$ cat src/rtl/swap_frame_sequencer.sv
// Frame sequencer around the combinational swap stage: gathers an A/B/C frame from a beat
// stream, presents registered operands to the swap stage, and holds the swapped result.
//
// state  | meaning
// LOAD_A | waiting for a frame-start beat (operand A)
// LOAD_B | waiting for operand B
// LOAD_C | waiting for operand C
// SWAP   | operands stable, capture swap stage output
// HOLD   | result valid, waiting for downstream accept
module swap_frame_sequencer #(
  parameter int W     = 4,
  parameter int CNT_W = 8
) (
  input  logic             clk,
  input  logic             rst_n,
  input  logic             in_valid,
  output logic             in_ready,
  input  logic             in_first,
  input  logic [W-1:0]     in_data,
  output logic [W-1:0]     sw_a,
  output logic [W-1:0]     sw_b,
  output logic [W-1:0]     sw_c,
  input  logic [W-1:0]     sw_a1,
  input  logic [W-1:0]     sw_b1,
  output logic             out_valid,
  input  logic             out_ready,
  output logic [W-1:0]     out_a,
  output logic [W-1:0]     out_b,
  output logic [W-1:0]     out_c,
  output logic             resync_err,
  output logic [CNT_W-1:0] frame_cnt
);

  localparam logic [2:0] LOAD_A = 3'd0;
  localparam logic [2:0] LOAD_B = 3'd1;
  localparam logic [2:0] LOAD_C = 3'd2;
  localparam logic [2:0] SWAP   = 3'd3;
  localparam logic [2:0] HOLD   = 3'd4;

  localparam logic [CNT_W-1:0] CNT_ONE = {{(CNT_W-1){1'b0}}, 1'b1};

  logic [2:0] state;
  logic       accept;

  assign in_ready = (state == LOAD_A) || (state == LOAD_B) || (state == LOAD_C);
  assign accept   = in_valid & in_ready;

  always_ff @(posedge clk or negedge rst_n) begin
    if (!rst_n) begin
      state      <= LOAD_A;
      sw_a       <= '0;
      sw_b       <= '0;
      sw_c       <= '0;
      resync_err <= 1'b0;
    end else begin
      resync_err <= 1'b0;
      case (state)
        LOAD_A: begin
          if (accept) begin
            if (in_first) begin
              sw_a  <= in_data;
              state <= LOAD_B;
            end else begin
              resync_err <= 1'b1;
            end
          end
        end
        LOAD_B, LOAD_C: begin
          if (accept) begin
            if (in_first) begin
              // New frame start mid-frame: restart with this beat as A.
              sw_a       <= in_data;
              resync_err <= 1'b1;
              state      <= LOAD_B;
            end else if (state == LOAD_B) begin
              sw_b  <= in_data;
              state <= LOAD_C;
            end else begin
              sw_c  <= in_data;
              state <= SWAP;
            end
          end
        end
        SWAP: state <= HOLD;
        HOLD: if (out_valid && out_ready) state <= LOAD_A;
        default: state <= LOAD_A;
      endcase
    end
  end

  // Result side; out_c comes from our own C register, not the swap stage.
  always_ff @(posedge clk or negedge rst_n) begin
    if (!rst_n) begin
      out_a     <= '0;
      out_b     <= '0;
      out_c     <= '0;
      out_valid <= 1'b0;
      frame_cnt <= '0;
    end else begin
      if (state == SWAP) begin
        out_a     <= sw_a1;
        out_b     <= sw_b1;
        out_c     <= sw_c;
        out_valid <= 1'b1;
      end else if (state == HOLD && out_valid && out_ready) begin
        out_valid <= 1'b0;
        frame_cnt <= frame_cnt + CNT_ONE;
      end
    end
  end

endmodule

$ cat config.mk
export PLATFORM = sky130hd
export DESIGN_NAME = swap_frame_sequencer
export DESIGN_NICKNAME = d
export VERILOG_FILES = /design/src/rtl/swap_frame_sequencer.sv
export SDC_FILE = /design/constraint.sdc
export NUM_CORES = 1
export LEC_CHECK = 0
export BUFFER_PORTS_ARGS = -buffer_cell sky130_fd_sc_hd__buf_2
export CORE_AREA = 2 2 61 63
export DETAILED_ROUTE_END_ITERATION = 8
export DIE_AREA = 0 0 63 65
export PLACE_DENSITY = 0.73
export SLEW_MARGIN = 10
export SYNTH_ARGS = -nofsm -noshare
export SYNTH_HDL_FRONTEND = slang
export SYNTH_SLANG_ARGS = --single-unit
$ cat constraint.sdc
create_clock -name clk -period 4.11 [get_ports clk]
set_input_delay 0.822 -clock clk [delete_from_list [all_inputs] [get_ports clk]]
set_output_delay 0.822 -clock clk [all_outputs]
set_load 0.03 [all_outputs]
# --- Yosys cells after proc, flatten, opt, wreduce, memory -nomap -nowiden ---
# Cells that the tools add are included.
op_classes:
  n_div: 0
  bitwise_logic: 4
  magnitude_cmp: 0
  n_mux: 14
  shift: 0
  mul: 0
  addsub: 1
  n_reduce_logical: 14
  n_eq_ne: 8
op_table:
  columns: ["cell", "n"]
  rows:
  - ["$mux 3", 4]
  - ["$pmux 3 s4", 1]
  - ["$reduce_and 4->1", 3]
  - ["$add 8x1->8 const B", 1]
  - ["$ne 2x2->1 const B", 4]
  - ["$mux 1", 7]
  - ["$eq 3x2->1 const B", 2]
  - ["$eq 3x1->1 const B", 1]
  - ["$eq 3x3->1 const B", 1]
  - ["$logic_and 1x1->1", 3]
  - ["$logic_not 3->1", 1]
  - ["$not 1->1", 3]
  - ["$reduce_and 3->1", 1]
  - ["$reduce_or 3->1", 1]
  - ["$logic_or 1x1->1", 2]
  - ["$mux 2", 1]
  - ["$pmux 1 s2", 1]
  - ["$reduce_and 2->1", 1]
  - ["$reduce_bool 2->1", 1]
  - ["$reduce_or 2->1", 1]
  - ["$and 1x1->1", 1]
totals:
  ram_bits: 0
  latch_bits: 0
  mem_count: 0
  romBits: 0
  regBits: 37

# --- Longest topological paths before layout ---
# Gate-level depths: netlist of the first run.
depth:
  ltp_word: 6
  ltp_mapped: 6

# --- Worst setup path before layout of the first run ---
# Ideal clock, no wire load.
synth_path:
  path_kind: "reg2out"
  startpoint: "register state[0]"
  endpoint: "output in_ready"
  path_slack_ns: 2.202
  required_time_ns: 3.288
  t_arrival_ns: 1.086
  path_stages_with_launch: 3
  n_path_buf: 1
  path_cell_list: "dfrtp_1 > buf_4 > a21oi_1"
synth_between:
  elab_chain_cells: 3
  word_cells_on_any_way: 5
  classes_between: "eq/ne: 2; reduce/logical: 3"
synth_lines:
  columns: ["item", "line", "source"]
  rows:
  - ["start, declared", "42", "logic [2:0] state;"]
  - ["start signal, assigned", "50", "state <= LOAD_A;"]
  - ["start signal, assigned", "62", "state <= LOAD_B;"]
  - ["start signal, assigned", "74", "state <= LOAD_B;"]
  - ["$eq 3x1->1 / $logic_not 3->1 (equally long branches)", "45", "assign in_ready = (state == LOAD_A) || (state == LOAD_B) || (state == LOAD_C);"]
  - ["$logic_or 1x1->1", "45", null]
  - ["$logic_or 1x1->1 (*)", "45", null]
  - ["end, declared", "17", "output logic in_ready,"]
# Mark *: on every way between the ends. The rest lies on a longest branch, timed or not.

# --- Worst setup path after layout of the first run ---
# Same ends and word-level chain as after synthesis.

==> run metrics, run 1 <==
Yosys cell types 25; Clock H-tree levels 2; initial antenna violation count 0; violation count after the first detailed-routing iteration 62; PortBufs 51; hold buffer count at cts 0; initial core utilization 0.443; Cell Chain, Critical Path a21oi_1, buf_2; placed cell area 0.00182 mm^2; Boundary Pins 52; die area 0.00410 mm^2; R2R Setup Slk 2410 ps; top_reg_cell synth dfrtp_1; Rel. slew slack 0.462; Synth Area per Inst 13.6 um^2; CP max-delay cell dfrtp_1; Die Y between 60 and 70 um; Worst Path Buf+Inv 1; critical path type reg2out; Synth area leader dfrtp_1; number of synthesized flops with an enable pin 0; sequential-to-total area share from yosys stat 0.598; fmax 447 MHz; TritonCTS buffer count 5; Worst EP arrival 1410 ps; Leakage 0.963 nW; diode count 0; Layout Skew roughly 11 ps; root buf cell clkbuf_4; Pwr per Cell Area 784 mW/mm^2; post-synth top area share 0.598; slowest stage delay, CP 500 ps; vias per cell around 5.0; synth cell count leaders dfrtp_1, mux2_2, xor2_1, nor2_1, o21ai_0; first-pass GRT wire length approximately 5.1 mm; CP top delay family flip-flops; crit end category output pin; WL final just over 3 mm; layout cells sized above 1 0.494; part of the power in registers 0.412; Fin. Hold Viols 0; row count 22; largest net degree at the start of global routing 38; cells on worst reg2reg path 3; status finished, final reports clean; max-slew violation count 0; nets between 150 and 200; core box area between 0.003 and 0.004 mm^2; CP Depth 2; Cells after Synth 114; min Tclk post-route 2240 ps; synthesized flop and latch total 37; Post-DP HPWL 2.27 mm; CTS max path bufs 2; setup TNS 0 ps; ys async rst share 1.00; CP Max Fanout 10; Clk network pwr share 0.124; CP required 3290 ps; total grt overflow 0; gr usage total 0.167; die width 63 um; per-cell routed wire length 14.2 um; vias in the first global route roughly 1100; ANT nets after route 0; post-CTS sizing 0; Final period util 0.544; Syn. warnings 0; Max VDD drop between 0.0003 and 0.0004 V; crit start category flop; switching share of power 0.443; clock sink count 37; Area growth syn-to-layout 20.9%; Syn Nets 133; Setup Fix Bufs, Post-CTS 0; drt pass-1 iters 4; max-cap violations 0; Final GP Congestion ~0.81; clk_lat worst skew 340 ps; Int Power 818 uW; total vias in the final route 1089; RSZ-0062 raised after global routing false; hold slack 469 ps; Slew @ Worst Pin 807 ps; worst min-delay path category reg2reg; Cell Area, Synth 0.00155 mm^2; CTS clk-pin slew, worst paths 110 ps; Comb pwr share 0.464; Final Setup Violations 0; most common cell in the synthesized netlist dfrtp_1; synth top area cells dfrtp_1, mux2_2, xor2_1; Post-route DRC 0; CTS tree yes; Hold Path Stages 1; Net Sw Power ~650 uW; post-route cell area 0.00187 mm^2
-- per-stage QoR --
| stage | utilization | std cells | worst slack, ps | power (mW) |
|---|---|---|---|---|
| CTS | 0.535 | 216 | 1860 | 1.49 |
| global route | 0.535 | 216 | 1800 | 1.56 |
| floorplan | - | 114 | 2200 | 1.11 |
| detailed placement | 0.521 | 208 | 2260 | 1.31 |
| global placement | 0.521 | 208 | 2330 | 1.27 |
| finish | 0.535 | 216 | 1870 | 1.47 |
-- worst paths after layout --
path | from | endpoint
worst max register to register | state[0] | frame_cnt[1]
min in group asynchronous | rst_n | frame_cnt[7]
worst max-delay path | state[0] | in_ready
max in group asynchronous | rst_n | out_a[0]
worst min register to register | frame_cnt[7] | frame_cnt[7]
worst min-delay path | frame_cnt[7] | frame_cnt[7]
-- state kept, by name, indices dropped and copies added, names as in the netlist --
name	flops
frame_cnt	8
out_a	4
out_b	4
out_c	4
out_valid	1
resync_err	1
state	3
sw_a	4
sw_b	4
sw_c	4
-- power by group through the flow --
| stage | Combinational (mW) | Sequential [mW] | Clock, mW |
|---|---|---|---|
| finish | 0.681 | 0.606 | 0.181 |
| global placement | 0.668 | 0.606 | 0 |
| global route | 0.729 | 0.628 | 0.205 |
| floorplan | 0.277 | 0.836 | 0 |
| detailed placement | 0.691 | 0.614 | 0 |
| CTS | 0.692 | 0.608 | 0.191 |
-- placed cells by master, fill, tap and decap left out, types with 3 or more instances in the layout --
master / n
nor2_1: 6
mux2_2: 25
buf_2: 51
xor2_1: 7
nand2_1: 4
nand3_1: 3
dfrtp_1: 37
o21ai_0: 5
clkbuf_4: 5
nor3_1: 3
-- metal layers --
layer | GRT usage | up-vias | wire length (um)
met4 | 0.100 | 0 | 92
met3 | 0.0399 | 9 | 136
met1 | 0.194 | 537 | 1220
met5 | 0 | - | 0
met2 | 0.279 | 32 | 1610
li1 | - | 511 | -
-- cell type report --
class	count	area [um^2]
fillers	324	1620
multi-input cells	70	572
repair buffers	51	255
flip-flops and latches	37	926
clock inverters	2	10.0
well taps	48	60.1
inverters	2	7.51
clock buffers	6	41.3
-- cells by family (layout without fill, tap and decap cells) --
family / count (synthesis) / in the layout / synth area share
AOI/OAI and AO/OA: 9 / 9 / 0.0331
adders and majority gates: 2 / 2 / 0.0162
buffers and inverters: 7 / 61 / 0.0323
DFF: 37 / 37 / 0.598
xor gates and xnor gates: 8 / 8 / 0.0453
and+or+nand+nor: 25 / 25 / 0.0865
muxes: 26 / 26 / 0.188
No activity file was read; power rests on OpenSTA's default activity.
==> run 2, diff against run 1 <==
--- a/config.mk
+++ b/config.mk
@@ -6,10 +6,10 @@
 export NUM_CORES = 1
 export LEC_CHECK = 0
 export BUFFER_PORTS_ARGS = -buffer_cell sky130_fd_sc_hd__buf_2
-export CORE_AREA = 2 2 61 63
+export CORE_AREA = 2 2 63 65
 export DETAILED_ROUTE_END_ITERATION = 8
-export DIE_AREA = 0 0 63 65
-export PLACE_DENSITY = 0.73
+export DIE_AREA = 0 0 65 67
+export PLACE_DENSITY = 0.72
 export SLEW_MARGIN = 10
 export SYNTH_ARGS = -nofsm -noshare
 export SYNTH_HDL_FRONTEND = slang
==> constraint.sdc (replaced) <==
create_clock -name clk -period 2 [get_ports clk]
set_input_delay 0.4 -clock clk [delete_from_list [all_inputs] [get_ports clk]]
set_output_delay 0.4 -clock clk [all_outputs]
set_load 0.03 [all_outputs]
==> run metrics, run 2 (same netlist as run 1, synthesis figures left out) <==
status finished, final reports clean (unchanged); diode count 0 (unchanged); Area growth syn-to-layout 24.7% (was 20.9%); placed cell area 0.00183 mm^2 (was 0.00182 mm^2); CP Max Fanout 10 (unchanged); gr usage total 0.151 (was 0.167); nets 187 (was 186); Cell Chain, Critical Path a21oi_1, buf_2 (unchanged); initial core utilization 0.429 (was 0.443); Layout Skew 4.55 ps (was 11.0 ps); Boundary Pins 52 (unchanged); total vias in the final route 1069 (was 1089); total power 3.20 mW (was 1.47 mW); layout cells sized above 1 0.503 (was 0.494); CTS clk-pin slew, worst paths 70 ps (was 110 ps); CP required 1600 ps (was 3290 ps); Fin. Hold Viols 0 (unchanged); Worst Path Buf+Inv 1 (unchanged); max-slew violation count 0 (unchanged); row count 22 (unchanged); commonest cells after routing, fill and taps aside buf_2, dfrtp_1, mux2_2, xor2_1, clkbuf_8 (was buf_2, dfrtp_1, mux2_2, xor2_1, nor2_1); drt pass-1 iters 3 (was 4); per-cell routed wire length 13.3 um (was 14.2 um); worst min-delay path category in2async (was reg2reg); post-CTS sizing 0 (unchanged); fmax roughly 570 MHz; Leakage 0.990 nW (was 0.963 nW); PortBufs 51 (unchanged); root buf cell clkbuf_8 (was clkbuf_4); vias per cell 4.93 (was 5.04); Clock H-tree levels 2 (unchanged); crit path from state[0] (unchanged); vias in the first global route 1032 (was 1127); crit start category flop (unchanged); max reg flops 8 (unchanged); largest net degree at the start of global routing 38 (unchanged); Top reg by flops frame_cnt (unchanged); RSZ-0062 raised after global routing false (unchanged); CTS max path bufs 2 (unchanged); Pwr per Cell Area 1660 mW/mm^2 (was 784 mW/mm^2); Final period util 0.872; ANT nets after route 0 (unchanged); Max VDD drop 0.000855 V (was 0.000346 V); clock sink count 37 (unchanged); hold buffer count at cts 0 (unchanged); commonest non-fill, non-tap cell in the layout buf_2 (unchanged); post-route cell area 0.00193 mm^2 (was 0.00187 mm^2); clk_lat worst skew 280 ps (was 340 ps); core box area 0.00361 mm^2 (was 0.00350 mm^2); Setup Fix Bufs, Post-CTS 0 (unchanged); WL final 2.89 mm (was 3.07 mm); die area 0.00436 mm^2 (was 0.00410 mm^2); initial antenna violation count 0 (unchanged); Die Y 67 um (was 65 um); setup TNS 0 ps (unchanged); die width 65 um (was 63 um); max-cap violations 0 (unchanged); total grt overflow 0 (unchanged); TritonCTS buffer count 5 (unchanged); Post-DP HPWL 2.16 mm (was 2.27 mm); violation count after the first detailed-routing iteration 36 (was 62); CP max-delay cell dfrtp_1 (unchanged); Slew @ Worst Pin 782 ps (was 807 ps); first-pass GRT wire length 4.84 mm (was 5.15 mm); CP top delay family flip-flops (unchanged); min Tclk post-route 1740 ps; Post-route DRC 0 (unchanged); worst reg2reg startpoint state[0] (unchanged); Final Setup Violations 0 (unchanged); Final GP Congestion 0.780 (was 0.812); crit end category output pin (unchanged); critical path type reg2out (unchanged); slowest stage delay, CP 480 ps (was 500 ps); Worst EP arrival 1340 ps (was 1410 ps); Rel. slew slack 0.479 (was 0.462); CTS tree yes (unchanged)
run 2: changes by cell type in the layout (fill, tap and decap cells not counted):
cell      before  now
buf_4          0    1
clkbuf_1       1    0
clkbuf_4       5    0
clkbuf_8       0    7
clkinv_2       2    1
run 2: routing by layer:
| metal | vias to the layer above | track usage | wire [um] |
|---|---|---|---|
| met5 | - | 0 | 0 |
| met4 | 0 | 0.0638 | 24 |
| met3 | 2 | 0.0524 | 208 |
| met2 | 40 | 0.240 | 1320 |
| met1 | 518 | 0.186 | 1330 |
| li1 | 509 | - | - |
run 2: layout make-up:
cell class	count	area, um^2
Fill cell	320	1680
Clock buffer	7	96.3
Tap cell	48	60.1
Timing Repair Buffer	52	263
Multi-Input combinational cell	70	572
Sequential cell	37	926
Inverter	2	7.51
Clock inverter	1	5.00
run 2: final timing paths:
kind / end / slack, ps / cells past startpoint
setup / recovery: in_ready / 260 / 2
hold / removal: sw_c[1] / 190 / 1
setup reg to reg: frame_cnt[1] / 330 / 3
hold reg to reg: frame_cnt[7] / 470 / 1
max in group asynchronous: out_b[2] / 1310 / 1
min in group clk: out_b[0] / 350 / 2
run 2: power breakdown:
group          total [mW]  internal, mW  switching [mW]
combinational        1.40         0.517           0.887
clock               0.553         0.311           0.242
sequential           1.24          1.04           0.204
run 2: metrics by stage:
stage,util,setup slack (ps),std cells,hold WS [ps]
after floorplan,-,206,114,104
after detailed placement,0.507,351,209,462
after global routing,0.535,154,217,251
after global placement,0.507,388,209,458
after CTS,0.535,250,217,226
final,0.535,256,217,194
==> run 3, diff against run 2 <==
--- a/config.mk
+++ b/config.mk
@@ -6,10 +6,12 @@
 export NUM_CORES = 1
 export LEC_CHECK = 0
 export BUFFER_PORTS_ARGS = -buffer_cell sky130_fd_sc_hd__buf_2
-export CORE_AREA = 2 2 63 65
+export CELL_PAD_IN_SITES_DETAIL_PLACEMENT = 1
+export CELL_PAD_IN_SITES_GLOBAL_PLACEMENT = 1
+export CORE_AREA = 2 2 70 72
 export DETAILED_ROUTE_END_ITERATION = 8
-export DIE_AREA = 0 0 65 67
-export PLACE_DENSITY = 0.72
+export DIE_AREA = 0 0 72 74
+export PLACE_DENSITY_LB_ADDON = 0.1
 export SLEW_MARGIN = 10
 export SYNTH_ARGS = -nofsm -noshare
 export SYNTH_HDL_FRONTEND = slang
==> run metrics, run 3 (same netlist as run 1, synthesis figures left out) <==
min Tclk post-route 1770 ps (was 1740 ps); layout cells sized above 1 0.506 (was 0.503); initial antenna violation count 0 (unchanged); crit start category flop (unchanged); Final Setup Violations 0 (unchanged); PortBufs 51 (unchanged); total power 3.16 mW (was 3.20 mW); total vias in the final route 1074 (was 1069); Leakage 0.984 nW (was 0.990 nW); Final GP Congestion 0.751 (was 0.780); Multi-input gate area 572 um^2 (unchanged); register area 926 um^2 (unchanged); Clock H-tree levels 2 (unchanged); Max VDD drop 0.000675 V (was 0.000855 V); CTS max path bufs 2 (unchanged); critical path type reg2out (unchanged); CP required 1600 ps (about the same); row count 25 (was 22); first-pass GRT wire length 5.64 mm (was 4.84 mm); worst min-delay path category in2async (unchanged); dpl ws 309 ps (was 351 ps); initial core utilization 0.337 (was 0.429); commonest non-fill, non-tap cell in the layout buf_2 (unchanged); vias per cell 4.79 (was 4.93); crit end category output pin (unchanged); Die Y 74 um (was 67 um); gr usage total 0.141 (was 0.151); final setup margin 230 ps (was 256 ps); root buf cell clkbuf_8 (unchanged); Post-route DRC 0 (unchanged); Pwr per Cell Area 1640 mW/mm^2 (was 1660 mW/mm^2); setup TNS 0 ps (unchanged); Area growth syn-to-layout 24.7% (unchanged); Layout Skew 5.20 ps (was 4.55 ps); vias in the first global route 1145 (was 1032); Worst EP arrival 1370 ps (was 1340 ps); Fin. Hold Viols 0 (unchanged); max-cap violations 0 (unchanged); total grt overflow 0 (unchanged); number of fill cells 501 (was 320); clk_lat worst skew 280 ps (about the same); TritonCTS buffer count 5 (unchanged); die area 0.00533 mm^2 (was 0.00436 mm^2); diode count 0 (unchanged); WL final 3.33 mm (was 2.89 mm); core box area 0.00460 mm^2 (was 0.00361 mm^2); drt pass-1 iters 3 (unchanged); die width 72 um (was 65 um); hold slack 156 ps (was 194 ps); post-CTS sizing 0 (unchanged); nets 188 (was 187); Rel. slew slack 0.686 (was 0.479); Setup Fix Bufs, Post-CTS 0 (unchanged); CTS tree yes (unchanged); commonest cells after routing, fill and taps aside buf_2, dfrtp_1, mux2_2, xor2_1, nor2_1 (was buf_2, dfrtp_1, mux2_2, xor2_1, clkbuf_8); clock sink count 37 (unchanged); largest net degree at the start of global routing 38 (unchanged); violation count after the first detailed-routing iteration 40 (was 36); status finished, final reports clean (unchanged); CP Max Fanout 10 (unchanged); Post-DP HPWL 2.46 mm (was 2.16 mm); per-cell routed wire length 14.8 um (was 13.3 um); Slew @ Worst Pin 471 ps (was 782 ps); max-slew violation count 0 (unchanged); worst reg2reg startpoint state[0] (unchanged); Boundary Pins 52 (unchanged); fmax 565 MHz (was 573 MHz); Final period util 0.885 (was 0.872); R2R Setup Slk 280 ps (was 330 ps); R2R Path End frame_cnt[1] (unchanged); Top reg by flops frame_cnt (unchanged); ANT nets after route 0 (unchanged); max reg flops 8 (unchanged); hold buffer count at cts 0 (unchanged); RSZ-0062 raised after global routing false (unchanged); CTS clk-pin slew, worst paths 70 ps (about the same); cells on worst reg2reg path 3 (unchanged)
## run 3: power breakdown
part | leakage [nW] | total, mW | switching (mW) | internal [mW]
combinational | 0.479 | 1.41 | 0.895 | 0.516
sequential | 0.461 | 1.24 | 0.208 | 1.04
clock | 0.0439 | 0.504 | 0.264 | 0.240
## run 3: how the worst max path moves through the flow
stage	startpoint	slack, ps	cells past startpoint	end
4_1_cts	state[0]	230	2	in_ready
6_report	state[0]	230	2	in_ready
3_3_place_gp	state[0]	350	3	frame_cnt[1]
2_1_floorplan	state[0]	210	4	sw_a[0]
5_1_grt	state[0]	110	2	in_ready
3_5_place_dp	state[0]	310	3	frame_cnt[1]
## run 3: worst max-delay path, cell delays in order (launching register included)
cell and delay, ps:
dfrtp_1 500, a21oi_1 330, buf_2 260
## run 3: cell type report
cell class                      instances  share of cell area
Clock inverter                          3             0.00908
Clock buffer                            5              0.0357
Multi-Input combinational cell         70               0.296
Inverter                                2             0.00389
Tap cell                               54              0.0350
Sequential cell                        37               0.480
Timing Repair Buffer                   53               0.140
## run 3: stage by stage
step,cells,util,instance area [um^2]
floorplan,114,-,1550
global placement,216,0.401,1840
detailed placement,216,0.401,1840
CTS,224,0.420,1930
global route,224,0.420,1930
finish,224,0.420,1930
## run 3: per-layer routing
layer | part of all wire | GRT usage
met1 | 0.43 | 0.176
met2 | 0.50 | 0.231
met3 | 0.063 | 0.0488
met4 | 0.0066 | 0.0440
met5 | 0 | 0
